## src/rtl/riscv_hazard_ctrl.sv

```systemverilog
// riscv_hazard_ctrl
// Central stall/flush sequencer for the 5-stage RISC-V pipeline.
//
// It handles three kinds of hazard: load-use hazards that forwarding cannot
// cover, branch/jump redirects resolved in EX, and instruction/data memory
// wait states. It also keeps a saturating stall performance counter and a
// sticky data-memory timeout flag.
//
// Parameters:
//   MEM_TIMEOUT - consecutive dmem wait cycles before timeout_err sets (1..255)
//   CNT_W       - width of stall_cnt
//
// Ports:
//   clk, rst_n            - pipeline clock, asynchronous active-low reset
//   ID_EX_MemRd           - the instruction in EX is a load
//   ID_EX_rd_idx          - destination register of the EX instruction
//   IF_ID_rs1_idx/rs2_idx - source registers of the ID instruction
//   IF_ID_use_rs2         - the ID instruction reads rs2
//   EX_branch_taken       - a branch/jump in EX redirects the PC
//   dmem_req, dmem_ready  - MEM stage request and completion handshake
//   imem_ready            - instruction fetch returns valid data this cycle
//   perf_clr              - synchronous clear of stall_cnt
//   pc_stall ... MEM_WB_flush - per-stage stall/flush controls (combinational)
//   hazard_state          - current FSM state (RUN/LDUSE/MEMWAIT/REDIRECT)
//   stall_cnt             - number of cycles with pc_stall=1, saturating
//   timeout_err           - sticky dmem timeout flag

module riscv_hazard_ctrl #(
    parameter int MEM_TIMEOUT = 16,
    parameter int CNT_W       = 32
) (
    input  logic             clk,
    input  logic             rst_n,
    input  logic             ID_EX_MemRd,
    input  logic [4:0]       ID_EX_rd_idx,
    input  logic [4:0]       IF_ID_rs1_idx,
    input  logic [4:0]       IF_ID_rs2_idx,
    input  logic             IF_ID_use_rs2,
    input  logic             EX_branch_taken,
    input  logic             dmem_req,
    input  logic             dmem_ready,
    input  logic             imem_ready,
    input  logic             perf_clr,
    output logic             pc_stall,
    output logic             IF_ID_stall,
    output logic             IF_ID_flush,
    output logic             ID_EX_stall,
    output logic             ID_EX_flush,
    output logic             EX_MEM_stall,
    output logic             MEM_WB_flush,
    output logic [1:0]       hazard_state,
    output logic [CNT_W-1:0] stall_cnt,
    output logic             timeout_err
);

    typedef enum logic [1:0] {
        ST_RUN      = 2'd0,
        ST_LDUSE    = 2'd1,
        ST_MEMWAIT  = 2'd2,
        ST_REDIRECT = 2'd3
    } state_t;

    localparam logic [7:0]       TIMEOUT_LIM = 8'(MEM_TIMEOUT);
    localparam logic [7:0]       WAIT_ONE    = 8'd1;
    localparam logic [CNT_W-1:0] CNT_ONE     = {{(CNT_W-1){1'b0}}, 1'b1};
    localparam logic [CNT_W-1:0] CNT_MAX     = {CNT_W{1'b1}};

    state_t           state_q, state_d;
    logic [7:0]       wait_cnt_q, wait_cnt_d;
    logic             timeout_err_q, timeout_err_d;
    logic [CNT_W-1:0] stall_cnt_q, stall_cnt_d;

    logic mem_wait;
    logic load_use;

    // A pending memory access that has not completed yet freezes the whole pipe.
    assign mem_wait = dmem_req & ~dmem_ready;

    // Register x0 is hard-wired to zero, so a load into it is never a hazard.
    assign load_use = ID_EX_MemRd & (ID_EX_rd_idx != 5'd0) &
                      ((ID_EX_rd_idx == IF_ID_rs1_idx) |
                       (IF_ID_use_rs2 & (ID_EX_rd_idx == IF_ID_rs2_idx)));

    // Prioritised control decode. Leaving LDUSE or MEMWAIT behaves exactly like
    // RUN. Only REDIRECT changes the decode, because it keeps waiting for the
    // fetch at the branch target.
    always_comb begin
        pc_stall     = 1'b0;
        IF_ID_stall  = 1'b0;
        IF_ID_flush  = 1'b0;
        ID_EX_stall  = 1'b0;
        ID_EX_flush  = 1'b0;
        EX_MEM_stall = 1'b0;
        MEM_WB_flush = 1'b0;
        state_d      = ST_RUN;

        if (mem_wait) begin
            // EX is frozen as well, so a taken branch waits here and is
            // serviced on the first cycle after the access completes.
            pc_stall     = 1'b1;
            IF_ID_stall  = 1'b1;
            ID_EX_stall  = 1'b1;
            EX_MEM_stall = 1'b1;
            MEM_WB_flush = 1'b1;
            state_d      = ST_MEMWAIT;
        end else if (EX_branch_taken) begin
            // The PC loads the target. The two wrong-path instructions are
            // flushed, and this overrides any load-use stall in the same cycle.
            IF_ID_flush = 1'b1;
            ID_EX_flush = 1'b1;
            state_d     = ST_REDIRECT;
        end else if (state_q == ST_REDIRECT) begin
            if (!imem_ready) begin
                pc_stall    = 1'b1;
                IF_ID_flush = 1'b1;
                state_d     = ST_REDIRECT;
            end
        end else if (load_use) begin
            pc_stall    = 1'b1;
            IF_ID_stall = 1'b1;
            ID_EX_flush = 1'b1;
            state_d     = ST_LDUSE;
        end else if (!imem_ready) begin
            pc_stall    = 1'b1;
            IF_ID_flush = 1'b1;
        end

        // Every control is quiet while reset is held.
        if (!rst_n) begin
            pc_stall     = 1'b0;
            IF_ID_stall  = 1'b0;
            IF_ID_flush  = 1'b0;
            ID_EX_stall  = 1'b0;
            ID_EX_flush  = 1'b0;
            EX_MEM_stall = 1'b0;
            MEM_WB_flush = 1'b0;
        end
    end

    // Wait counter, timeout flag and stall counter next-state logic.
    always_comb begin
        wait_cnt_d = 8'd0;
        if (mem_wait) begin
            wait_cnt_d = (wait_cnt_q < TIMEOUT_LIM) ? (wait_cnt_q + WAIT_ONE)
                                                    : wait_cnt_q;
        end

        // Sticky flag. It sets on the edge where the counter reaches the limit.
        timeout_err_d = timeout_err_q | (mem_wait & (wait_cnt_d == TIMEOUT_LIM));

        // A clear request takes precedence over counting a stall cycle.
        stall_cnt_d = stall_cnt_q;
        if (perf_clr) begin
            stall_cnt_d = '0;
        end else if (pc_stall && (stall_cnt_q != CNT_MAX)) begin
            stall_cnt_d = stall_cnt_q + CNT_ONE;
        end
    end

    always_ff @(posedge clk or negedge rst_n) begin
        if (!rst_n) begin
            state_q       <= ST_RUN;
            wait_cnt_q    <= 8'd0;
            timeout_err_q <= 1'b0;
            stall_cnt_q   <= '0;
        end else begin
            state_q       <= state_d;
            wait_cnt_q    <= wait_cnt_d;
            timeout_err_q <= timeout_err_d;
            stall_cnt_q   <= stall_cnt_d;
        end
    end

    assign hazard_state = state_q;
    assign stall_cnt    = stall_cnt_q;
    assign timeout_err  = timeout_err_q;

endmodule

```

## config.mk

```make
export PLATFORM = sky130hd
export DESIGN_NAME = riscv_hazard_ctrl
export DESIGN_NICKNAME = d
export VERILOG_FILES = /design/src/rtl/riscv_hazard_ctrl.sv
export SDC_FILE = /design/constraint.sdc
export NUM_CORES = 1
export LEC_CHECK = 0
export ABC_AREA = 1
export ABC_CLOCK_PERIOD_IN_PS = 3700
export BUFFER_PORTS_ARGS = -buffer_cell sky130_fd_sc_hd__buf_2
export CORE_ASPECT_RATIO = 0.9
export CORE_UTILIZATION = 29
export DETAILED_ROUTE_END_ITERATION = 7
export PLACE_DENSITY = 0.6
export SYNTH_ARGS = -nofsm -noshare
export SYNTH_HDL_FRONTEND = slang
export SYNTH_SLANG_ARGS = --single-unit
```

## constraint.sdc

```tcl
create_clock -name clk -period 3.7 [get_ports clk]
set_input_delay 0.555 -clock clk [delete_from_list [all_inputs] [get_ports clk]]
set_output_delay 0.555 -clock clk [all_outputs]
set_load 0.05 [all_outputs]
```

==> flow_summary.toml <==
[run_status]
outcome = "completed"

[sta]
layout_worst_path_cycle_share = 0.635
layout_min_cycle_time_ns = 2.35
relSlewSlack = 0.279
hold_violations = 0
finalWorstSetupSlack_ns = 1.35
hold-worst-slack_ns = 0.433
rsz0062_at_grt = "no"
timing.fmax_ghz = 0.426
drv_slew = 0
skew_ns = 0.00281
worst_pin_slew_ns = 1.08
setup_viol = 0
tns_ns = 0

[finish]
final_cell_mix = "nand2_1 (143), nor2_1 (73), inv_1 (68)"
multi_input_comb_area_um2 = 1750
syn2layout_area_growth_pct = 18.7
antennaDiodeCount = 0
stdcell_area_um2 = 3790
final_common_cell = "nand2_1"
final_nets = 562
fillers = 1120
drive_above_1_share = 0.182
fin_util = 0.362
final_cells = 666
seqCellArea_um2 = 1080

[global_route]
track_usage = 0.155
grt_pass1_wl_mm = 14.3
antenna_found_initial = 0
grt_max_degree = 65
grt_overflow = 0
grt_pass1_vias = 2990

[critical_path]
cp.required_ns = 3.92
endpoint_kind = "flip-flop"
rr_startpoint = "stall_cnt[0]"
start_kind = "flip-flop"
worstSetupPathType = "flip-flop to flip-flop"
crit_start = "stall_cnt[0]"
crit_fanout = 33
worstPathArrival_ns = 2.57

[logic_synthesis]
ys_ff_latch = 43
synth_area_um2 = 3190
synth.distinct_cells = 32
yosysWarnings = 0
syn-num-nets = 504
yosysSeqAreaShare = 0.337
syn_inst = 478
postSynthAreaPerCell_um2 = 6.67

[cts]
htree_levels = 2
cts_tree = "done"
clock_latency_ns = 0.29
cts_made_buffers = 5
cts.sinks = 43
root_buffer = "clkbuf_16"
clk_path_buf_depth = 2
cts-resized-gates = 0
clk_pin_slew_ns = 0.06
holdBufCountCts = 0
post-cts-setup-buffer-count = 0

[power]
peakVddDrop_uv = 156
finalPower_mw = 1.18
leakagePower_nw = 2.11
power_density_nw_per_um2 = 312

[detailed_routing]
drt-pass1-iter-count = 5
remaining_drc_errors = 0
wl_per_cell_um = 12.7
num_vias = 3152
routed_wl_mm = 8.45
via_per_inst = 4.73
drt_iter0_markers = 160
antenna_left = 0

[worst_hold_path]
hp-class = "input pin to async pin"

[floorplanning]
die-area_um2 = 11400
pin_count = 66
fp.dieW_um = 113
rows = 35
initial_core_util = 0.305
core_um2 = 10500
die-height_um = 102

[placement]
numPortBuffers = 65
pre_cts_ws_ns = 1.26
dp.cells = 658
dpl.hpwl_mm = 6.41
place.gp.congestion = 0.959
dpl-instance-area_um2 = 3590

[job]
maxCapViolCount = 0
kinds of logic after synthesis:
group	share of synthesized area
buf+inv	0.116
flops	0.337
fa+ha+maj	0.00784
simple gates	0.446
xor+xnor	0.0741
compound gates	0.0188
Yosys cell counts (all sizes together):
| cell | number | area share |
|---|---|---|
| nand2 | 147 | 0.18 |
| o211ai | 1 | 0.0024 |
| or3 | 1 | 0.0020 |
| xor2 | 20 | 0.055 |
| xnor2 | 7 | 0.019 |
| ha | 2 | 0.0078 |
| nand4 | 36 | 0.075 |
| o21bai | 1 | 0.0024 |
| nand3 | 46 | 0.089 |
| dfrtp | 43 | 0.34 |
| o21ai | 3 | 0.0047 |
| nor2 | 76 | 0.095 |
| nor3 | 2 | 0.0047 |
| clkbuf | 2 | 0.0024 |
| nand3b | 1 | 0.0024 |
| buf | 15 | 0.031 |
| a21oi | 2 | 0.0031 |
| inv | 70 | 0.082 |
| o21a | 1 | 0.0024 |
| a31oi | 2 | 0.0039 |
path summary, 6_finish.rpt:
path	to	slack, ns	cells past startpoint
min reg2reg	timeout_err	0.50	2
min	stall_cnt[24]	0.43	2
max reg2reg	stall_cnt[7]	1.35	12
max	stall_cnt[7]	1.35	12
min in group clk	timeout_err	0.50	2
max in group asynchronous	hazard_state[1]	2.88	2
layout make-up:
class | count | share of cell area
sequential | 43 | 0.284
multi-input combinational | 348 | 0.461
inverter | 70 | 0.0694
clock inverter | 3 | 0.0178
tap | 129 | 0.0426
timing repair buffer | 68 | 0.0919
clock buffer | 5 | 0.0330
report_power, final:
group          switching, mW  leakage (nW)  internal [mW]
logic                 0.0969          1.44         0.0324
registers            0.00337         0.589          0.474
clock network          0.188        0.0900          0.387
total                  0.289          2.11          0.893
metal layers:
metal  vias to the layer above  global-route usage  routed length, µm
li1                       1616                   -                  -
met1                      1467               0.211               4130
met2                        56               0.254               3840
met3                        13              0.0239                338
met4                         0              0.0503                143
met5                         -                   0                  0
worst max-delay path, cell delays in order (launching register included):
cell and delay [ns]:
dfrtp_1 0.41, ha_1 0.26, nand2_2 0.11, nor2_4 0.16, nand2_2 0.11, inv_2 0.08, nand2_2 0.09, nor2_4 0.12
nand4_4 0.07, buf_4 0.26, nand2_4 0.35, nand3_1 0.14, nand2_1 0.11
sequential cells by signal, indices dropped and copies added (netlist names):
| register | flops |
|---|---|
| stall_cnt | 32 |
| wait_cnt_q | 8 |
| hazard_state | 2 |
| timeout_err | 1 |
Power figures use the tool's default switching activity.
